`src/rtl/gb_sound_pkg.sv`:
```
// Shared sound constants for the channel modules and the mixer.
package gb_sound_pkg;
  localparam int unsigned VOL_W    = 4;
  localparam int unsigned PERIOD_W = 3;
  localparam int unsigned LEN_W    = 6;
  localparam int unsigned VOL_MAX  = 15;
  localparam int unsigned VOL_MIN  = 0;
endpackage

```
`src/rtl/envelope_unit_rise_detect.sv`:
```
// Rising-edge detector for signals already synchronous to clk.
module rise_detect (
  input  logic clk,
  input  logic rst_n,
  input  logic in,
  output logic rise
);
  logic in_q;

  always_ff @(posedge clk) begin
    if (!rst_n) in_q <= 1'b0;
    else        in_q <= in;
  end

  assign rise = in & ~in_q;
endmodule

```
`src/rtl/envelope_unit.sv`:
```
// Volume envelope for one sound channel, stepped by the 64 Hz timer tick.
// Optional length counter enabled by defining ENV_LENGTH_EN.
module envelope_unit #(
  parameter int unsigned VOL_W    = gb_sound_pkg::VOL_W,
  parameter int unsigned PERIOD_W = gb_sound_pkg::PERIOD_W
) (
  input  logic                clk,
  input  logic                rst_n,
  input  logic                env_tick,
  input  logic                trigger,
  input  logic [VOL_W-1:0]    init_volume,
  input  logic                env_add,
  input  logic [PERIOD_W-1:0] env_period,
`ifdef ENV_LENGTH_EN
  input  logic                length_tick,
  input  logic [gb_sound_pkg::LEN_W-1:0] length_load,
  input  logic                length_en,
  output logic                channel_on,
`endif
  output logic [VOL_W-1:0]    volume,
  output logic                active
);
  import gb_sound_pkg::*;

  localparam logic [VOL_W-1:0]    LIM_HI  = VOL_W'(VOL_MAX);
  localparam logic [VOL_W-1:0]    LIM_LO  = VOL_W'(VOL_MIN);
  localparam logic [PERIOD_W-1:0] CNT_ONE = PERIOD_W'(1);

  logic                tick_rise;
  logic [VOL_W-1:0]    vol_q, vol_d;
  logic [PERIOD_W-1:0] period_q, period_d;
  logic [PERIOD_W-1:0] cnt_q, cnt_d;
  logic                add_q, add_d;
  logic                running_q, running_d;

  rise_detect u_env_rise (
    .clk   (clk),
    .rst_n (rst_n),
    .in    (env_tick),
    .rise  (tick_rise)
  );

  always_comb begin
    vol_d     = vol_q;
    period_d  = period_q;
    cnt_d     = cnt_q;
    add_d     = add_q;
    running_d = running_q;
    if (trigger) begin
      vol_d     = init_volume;
      period_d  = env_period;
      cnt_d     = env_period;
      add_d     = env_add;
      running_d = (env_period != '0);
    end else if (tick_rise && running_q) begin
      if (cnt_q > CNT_ONE) begin
        cnt_d = cnt_q - CNT_ONE;
      end else begin
        cnt_d = period_q;
        if (add_q && vol_q != LIM_HI)
          vol_d = vol_q + VOL_W'(1);
        else if (!add_q && vol_q != LIM_LO)
          vol_d = vol_q - VOL_W'(1);
        // Freeze as soon as the limit is reached, so cnt never counts past it
        if ((add_q && vol_d == LIM_HI) || (!add_q && vol_d == LIM_LO))
          running_d = 1'b0;
      end
    end
  end

  always_ff @(posedge clk) begin
    if (!rst_n) begin
      vol_q     <= '0;
      period_q  <= '0;
      cnt_q     <= '0;
      add_q     <= 1'b0;
      running_q <= 1'b0;
    end else begin
      vol_q     <= vol_d;
      period_q  <= period_d;
      cnt_q     <= cnt_d;
      add_q     <= add_d;
      running_q <= running_d;
    end
  end

  assign active = running_q;

`ifdef ENV_LENGTH_EN
  logic       len_rise;
  logic [6:0] len_q, len_d;
  logic       on_q, on_d;

  rise_detect u_len_rise (
    .clk   (clk),
    .rst_n (rst_n),
    .in    (length_tick),
    .rise  (len_rise)
  );

  always_comb begin
    len_d = len_q;
    on_d  = on_q;
    if (trigger) begin
      len_d = 7'd64 - {1'b0, length_load};
      on_d  = 1'b1;
    end else if (len_rise && length_en && len_q != '0) begin
      len_d = len_q - 7'd1;
      if (len_d == '0) on_d = 1'b0;
    end
  end

  always_ff @(posedge clk) begin
    if (!rst_n) begin
      len_q <= '0;
      on_q  <= 1'b0;
    end else begin
      len_q <= len_d;
      on_q  <= on_d;
    end
  end

  assign channel_on = on_q;
  assign volume     = on_q ? vol_q : '0;
`else
  assign volume = vol_q;
`endif
endmodule
```
`config.mk`:
```
export PLATFORM = sky130hd
export DESIGN_NAME = envelope_unit
export DESIGN_NICKNAME = d
export VERILOG_FILES = /design/src/rtl/gb_sound_pkg.sv /design/src/rtl/envelope_unit_rise_detect.sv /design/src/rtl/envelope_unit.sv
export SDC_FILE = /design/constraint.sdc
export NUM_CORES = 1
export LEC_CHECK = 0
export ABC_CLOCK_PERIOD_IN_PS = 2450
export CAP_MARGIN = 10
export CELL_PAD_IN_SITES_DETAIL_PLACEMENT = 1
export CELL_PAD_IN_SITES_GLOBAL_PLACEMENT = 1
export CORE_AREA = 2 2 53 55
export DETAILED_ROUTE_END_ITERATION = 8
export DIE_AREA = 0 0 55 57
export PLACE_DENSITY_LB_ADDON = 0.15
export SKIP_CTS_REPAIR_TIMING = 1
export SYNTH_ARGS = -nofsm -noshare
export SYNTH_HDL_FRONTEND = slang
export SYNTH_SLANG_ARGS = --single-unit
export TNS_END_PERCENT = 10
```
`constraint.sdc`:
```
create_clock -name clk -period 2.45 [get_ports clk]
set_clock_uncertainty 0.05 [all_clocks]
set_input_delay 0.3675 -clock clk [delete_from_list [all_inputs] [get_ports clk]]
set_output_delay 0.3675 -clock clk [all_outputs]
set_load 0.05 [all_outputs]
```
# Word-level counts from Yosys, hierarchy flattened
# Index checks and enable logic that the tools add are counted.
dict set report classes {
  magnitude_cmp 1
  muxes 15
  bitwise_logic 2
  add_sub_neg 3
  reduce_logical 14
  eq_ne 3
}
# op n
set ops {}
lappend ops {{$mux W4} 8}
lappend ops {{$mux W3} 3}
lappend ops {{$logic_and A1 B1 Y1} 5}
lappend ops {{$add A4 B1 Y4 const B} 1}
lappend ops {{$eq A4 B4 Y1 const B} 1}
lappend ops {{$logic_not A4 Y1} 1}
lappend ops {{$mux W1} 4}
lappend ops {{$ne A4 B4 Y1 const B} 1}
lappend ops {{$reduce_bool A2 Y1} 2}
lappend ops {{$reduce_bool A4 Y1} 1}
lappend ops {{$sub A4 B1 Y4 const B} 1}
lappend ops {{$gt A3 B1 Y1 const B} 1}
lappend ops {{$reduce_and A3 Y1} 1}
lappend ops {{$reduce_bool A3 Y1} 1}
lappend ops {{$sub A3 B1 Y3 const B} 1}
lappend ops {{$ne A2 B2 Y1 const B} 1}
lappend ops {{$reduce_and A2 Y1} 1}
lappend ops {{$and A1 B1 Y1} 1}
lappend ops {{$logic_not A1 Y1} 1}
lappend ops {{$logic_or A1 B1 Y1} 1}
lappend ops {{$not A1 Y1} 1}
dict set report word_totals {
  word_cells 44
  regBits 13
}

# Depth between registers and ports, before layout
dict set report logic_depth {
  word_depth 14
  mapped_depth 7
}

# Hierarchy
# Synthesis repeated with hierarchy kept, for this count alone.
dict set report unflattened {
  cells_unflattened 115
  hier_area_um2 914.6
}
# mod area_per_inst_um2 cells_each seq_area_each_um2 instances
set by_module_without_submodules {}
lappend by_module_without_submodules {envelope_unit 874.6 112 240.2 1}
lappend by_module_without_submodules {rise_detect 40.0 3 20.0 1}

# Worst setup path after synthesis
# OpenSTA, ideal clock, no wires.
dict set report synth_timing {
  kind {register to register}
  start {register vol_q[0], in the netlist volume[0]}
  end {register running_q, in the netlist active}
  required_time_ns 2.278
  arrival_ns 2.261
  path_slack_ns 0.017
  path_buffers 0
  stages_incl_launch_ff 8
  cell_sequence {dfxtp_1 -> inv_1 -> ha_1 -> or3b_4 -> mux2_2 -> o311a_1 -> a2111oi_2 -> o2bb2ai_1}
}
dict set report synth_between {
  elab_chain_cells 12
  word_cells_on_any_way 18
  cone_classes {2 x add/sub; 2 x eq/ne; 5 x mux; 9 x reduce/logical}
}
# item line_no
set synth_rtl {}
lappend synth_rtl {{from (decl)} envelope_unit.sv:30} ;# logic [VOL_W-1:0] vol_q, vol_d;
lappend synth_rtl {{from (signal assigned)} envelope_unit.sv:79} ;# vol_q <= vol_d;
lappend synth_rtl {{branches (longest 3 deep; another with $sub A4 B1 Y4)} n/a}
lappend synth_rtl {{$mux W4 (*)} envelope_unit.sv:60} ;# if (add_q && vol_q != LIM_HI)
lappend synth_rtl {{$mux W4 (*)} envelope_unit.sv:56} ;# if (cnt_q > CNT_ONE) begin
lappend synth_rtl {{$mux W4 (*)} envelope_unit.sv:55} ;# end else if (tick_rise && running_q) begin
lappend synth_rtl {{$mux W4 (*)} envelope_unit.sv:49} ;# if (trigger) begin
lappend synth_rtl {{$eq A4 B4 Y1 / $logic_not A4 Y1 (equally long branches)} envelope_unit.sv:65} ;# if ((add_q && vol_d == LIM_HI) || (!add_q && vol_d == LIM_LO))
lappend synth_rtl {{$logic_and A1 B1 Y1} envelope_unit.sv:65}
lappend synth_rtl {{$logic_or A1 B1 Y1 (*)} envelope_unit.sv:65}
lappend synth_rtl {{$reduce_bool A2 Y1 (no line) (*)} n/a}
lappend synth_rtl {{$reduce_and A3 Y1 (no line) (*)} n/a}
lappend synth_rtl {{to (signal assigned)} envelope_unit.sv:83} ;# running_q <= running_d;
lappend synth_rtl {{to (decl)} envelope_unit.sv:34} ;# logic running_q, running_d;
# Mark *: on every way between the ends. The select of a mux whose other input is x is not followed.
# A chain may end at the register's enable or synchronous reset.

# Final worst setup path
dict set report layout_timing {
  start {register vol_q[1], in the netlist volume[1]}
  end {register running_q, in the netlist active}
}
# Same word-level chain as after synthesis.

==> flow_summary.yaml <==
drt:
  wl_um: 2340
  wl_per_cell_um: 14.4
  first_pass_iters: 4
  drc: 0
  drt-initial-drc-count: 20
  routed_via_density: 5.46
  vias: 890
  ant_nets: 0
pwr:
  clkPwrFrac: 0.240
  p_leak_uw: 0.000416
  p_int_uw: 376
  pwr-share-comb: 0.334
  ir_drop_uv: 250
  seq_power_share: 0.426
  switching_share: 0.337
  power_switching_uw: 191
  power_uw: 568
  powerDensity_nw_per_um2: 503
logic_synthesis:
  synth_area_per_cell_um2: 8.16
  syn_area_um2: 913
  synth_area_leaders: "dfxtp_1 28%, a21oi_1 5.5%, ha_1 5.5%"
  yosysSeqAreaShare: 0.285
  synth_cell_types: 42
  synth_top_area_cell: "dfxtp_1"
  synth.top_cell.area_share: 0.285
  yosysWarningCount: 0
  synth-seq-cells: 13
  synthCells: 112
  synth-async-reset-ratio: 0
  synth_nets: 128
  synth_ff_type: "dfxtp_1"
  synth_edf_count: 0
die:
  fp-row-count: 19
  die_h_um: 57
  dieWidth_um: 55
  initial_core_util: 0.349
  coreArea_um2: 2620
  pin_count: 17
  dieArea_um2: 3140
critical_path:
  endpoint_kind: "flop"
  r2r_setup_slack_ps: 170
  crit_required_ps: 2570
  worstPathCellList: "inv_1 > ha_1 > or3b_4 > mux2_2 > o311a_1 > a2111oi_2 > o2bb2ai_1"
  arrival_ps: 2390
  slowest_delay_ps: 430
  cp-startpoint: "volume[1]$_SDFFE_PN0P_"
  r2r_cells: 7
  r2r-end: "active$_SDFFE_PN0P_"
  crit_type: "reg2reg"
  cp_slowest_cell: "or3b_4"
  startpoint_type: "flop"
  crit_fanout: 7
  rr_startpoint: "volume[1]$_SDFFE_PN0P_"
place:
  dp_hpwl_um: 1850
  portBuffers: 16
  place_congestion: 0.797
  place_area_um2: 1100
  placedCellCount: 159
clock_tree:
  cts_max_level: 1
  cts_tree: "built"
  clockBufferDepth: 2
  clockRootBuffer: "clkbuf_4"
  clkLatencyLatePin_ps: 270
  cts_sinks: 13
  cts_inserted_buffers: 3
  clk_pin_slew_worst_paths_ps: 80
timing:
  maxSlewViolCount: 0
  tightest_slew_ps: 506
  period_minus_slack_ps: 2280
  hold_viol: 0
  fin_crit_sh: 0.930
  rsz0062_at_grt: "false"
  timing.fmax_mhz: 439
  timing.hold.ws_ps: 422
  setup_violations: 0
  maxSlewHeadroom: 0.662
  tns_ps: 0
min_path:
  min_path_type: "reg2reg"
  worst_hold_path.num_cells: 2
  hold_start: "period_q[2]$_SDFFE_PN0P_"
  holdPathEnd: "period_q[2]$_SDFFE_PN0P_"
finish:
  antennaDiodeCount: 0
  final_cells: 163
  fin_area_um2: 1130
  syn_to_final_growth_pct: 23.6
  drive_above_1_share: 0.129
  finalNetCount: 149
grt:
  grt-ovfl-total: 0
  grt_pass1_wl_um: 3930
  grtUsageTotal: 0.173
  grt_max_degree: 15
  antenna_found_initial: 0
  grt_pass1_vias: 871
flow_run:
  maxCapViolations: 0
outcome:
  status: "completed"
[layer usage]
layer  GRT usage  share of wire
met1       0.213           0.45
met2       0.287           0.52
met3      0.0314          0.020
met4      0.0732          0.012
met5           0              0
[state kept, by name (all words and copies together), names as in the netlist]
name,cells
active,1
add_q,1
cnt_q,3
period_q,3
u_env_rise.in_q,1
volume,4
[layout by cell type (no fill, tap or decap), drive strengths merged, types with 4 or more instances in the layout]
cell,netlist,layout
clkbuf,3,4
nor2,7,7
nand2,12,12
a21oi,10,10
buf,3,6
nor3,5,5
inv,8,8
a211oi,4,4
mux2i,5,5
clkdlybuf4s50,0,16
ha,4,4
o21ai,6,6
dfxtp,13,13
nand3,4,4
[final cells by class]
cell class / instances / area, um^2
multi-input cells: 85 / 568
well taps: 31 / 38.8
flip-flops and latches: 13 / 260
repair buffers: 22 / 205
inverters: 8 / 30.0
clock buffers: 4 / 26.3
fillers: 329 / 1490
[Yosys cell counts, types with 2 or more instances]
cell and count:
a211oi_1 4, a21oi_1 10, buf_6 2, dfxtp_1 13, ha_1 4, inv_1 8, mux2i_1 5, nand2_1 12
nand3_1 4, nand3b_1 2, nor2_1 7, nor3_1 5, o21ai_0 6, o2bb2ai_1 2
[critical path: cells and delay by family (launching register included)]
family | cells | cell delay, ps
buffers and inverters | 1 | 120
adders and majority gates | 1 | 260
muxes | 1 | 290
and+or+nand+nor | 1 | 430
AOI/OAI and AO/OA | 3 | 650
DFF | 1 | 370
[power groups by stage]
stage / registers (uW) / clock network, uW / logic (uW)
3_3_place_gp: 247 / 0 / 187
5_1_grt: 245 / 159 / 209
2_1_floorplan: 266 / 0 / 114
6_report: 242 / 136 / 189
4_1_cts: 242 / 143 / 192
3_5_place_dp: 247 / 0 / 191
[logic make-up (layout without fill, tap and decap cells)]
logic type | count (synthesis) | after routing | synth area share
AO/OA/AOI/OAI | 36 | 36 | 0.281
XOR/XNOR | 1 | 1 | 0.00959
adder cells (fa/ha/maj) | 4 | 4 | 0.0548
buffers and inverters | 14 | 34 | 0.0931
flip-flops | 13 | 13 | 0.285
multiplexers | 6 | 6 | 0.0671
AND/OR/NAND/NOR | 38 | 38 | 0.210
[stage by stage]
stage                     setup slack [ps]   util
after global routing                  30.3  0.432
final                                  172  0.432
after CTS                              153  0.432
after detailed placement               171  0.422
after global placement                 245  0.422
after floorplan                       16.6      -
[worst max-delay path by stage]
stage	to	slack [ps]	cells after the start
2_1_floorplan	active$_SDFFE_PN0P_	20	7
3_3_place_gp	active$_SDFFE_PN0P_	240	7
3_5_place_dp	active$_SDFFE_PN0P_	170	7
4_1_cts	active$_SDFFE_PN0P_	150	7
5_1_grt	active$_SDFFE_PN0P_	30	7
6_report	active$_SDFFE_PN0P_	170	7
Power figures use the tool's default switching activity.
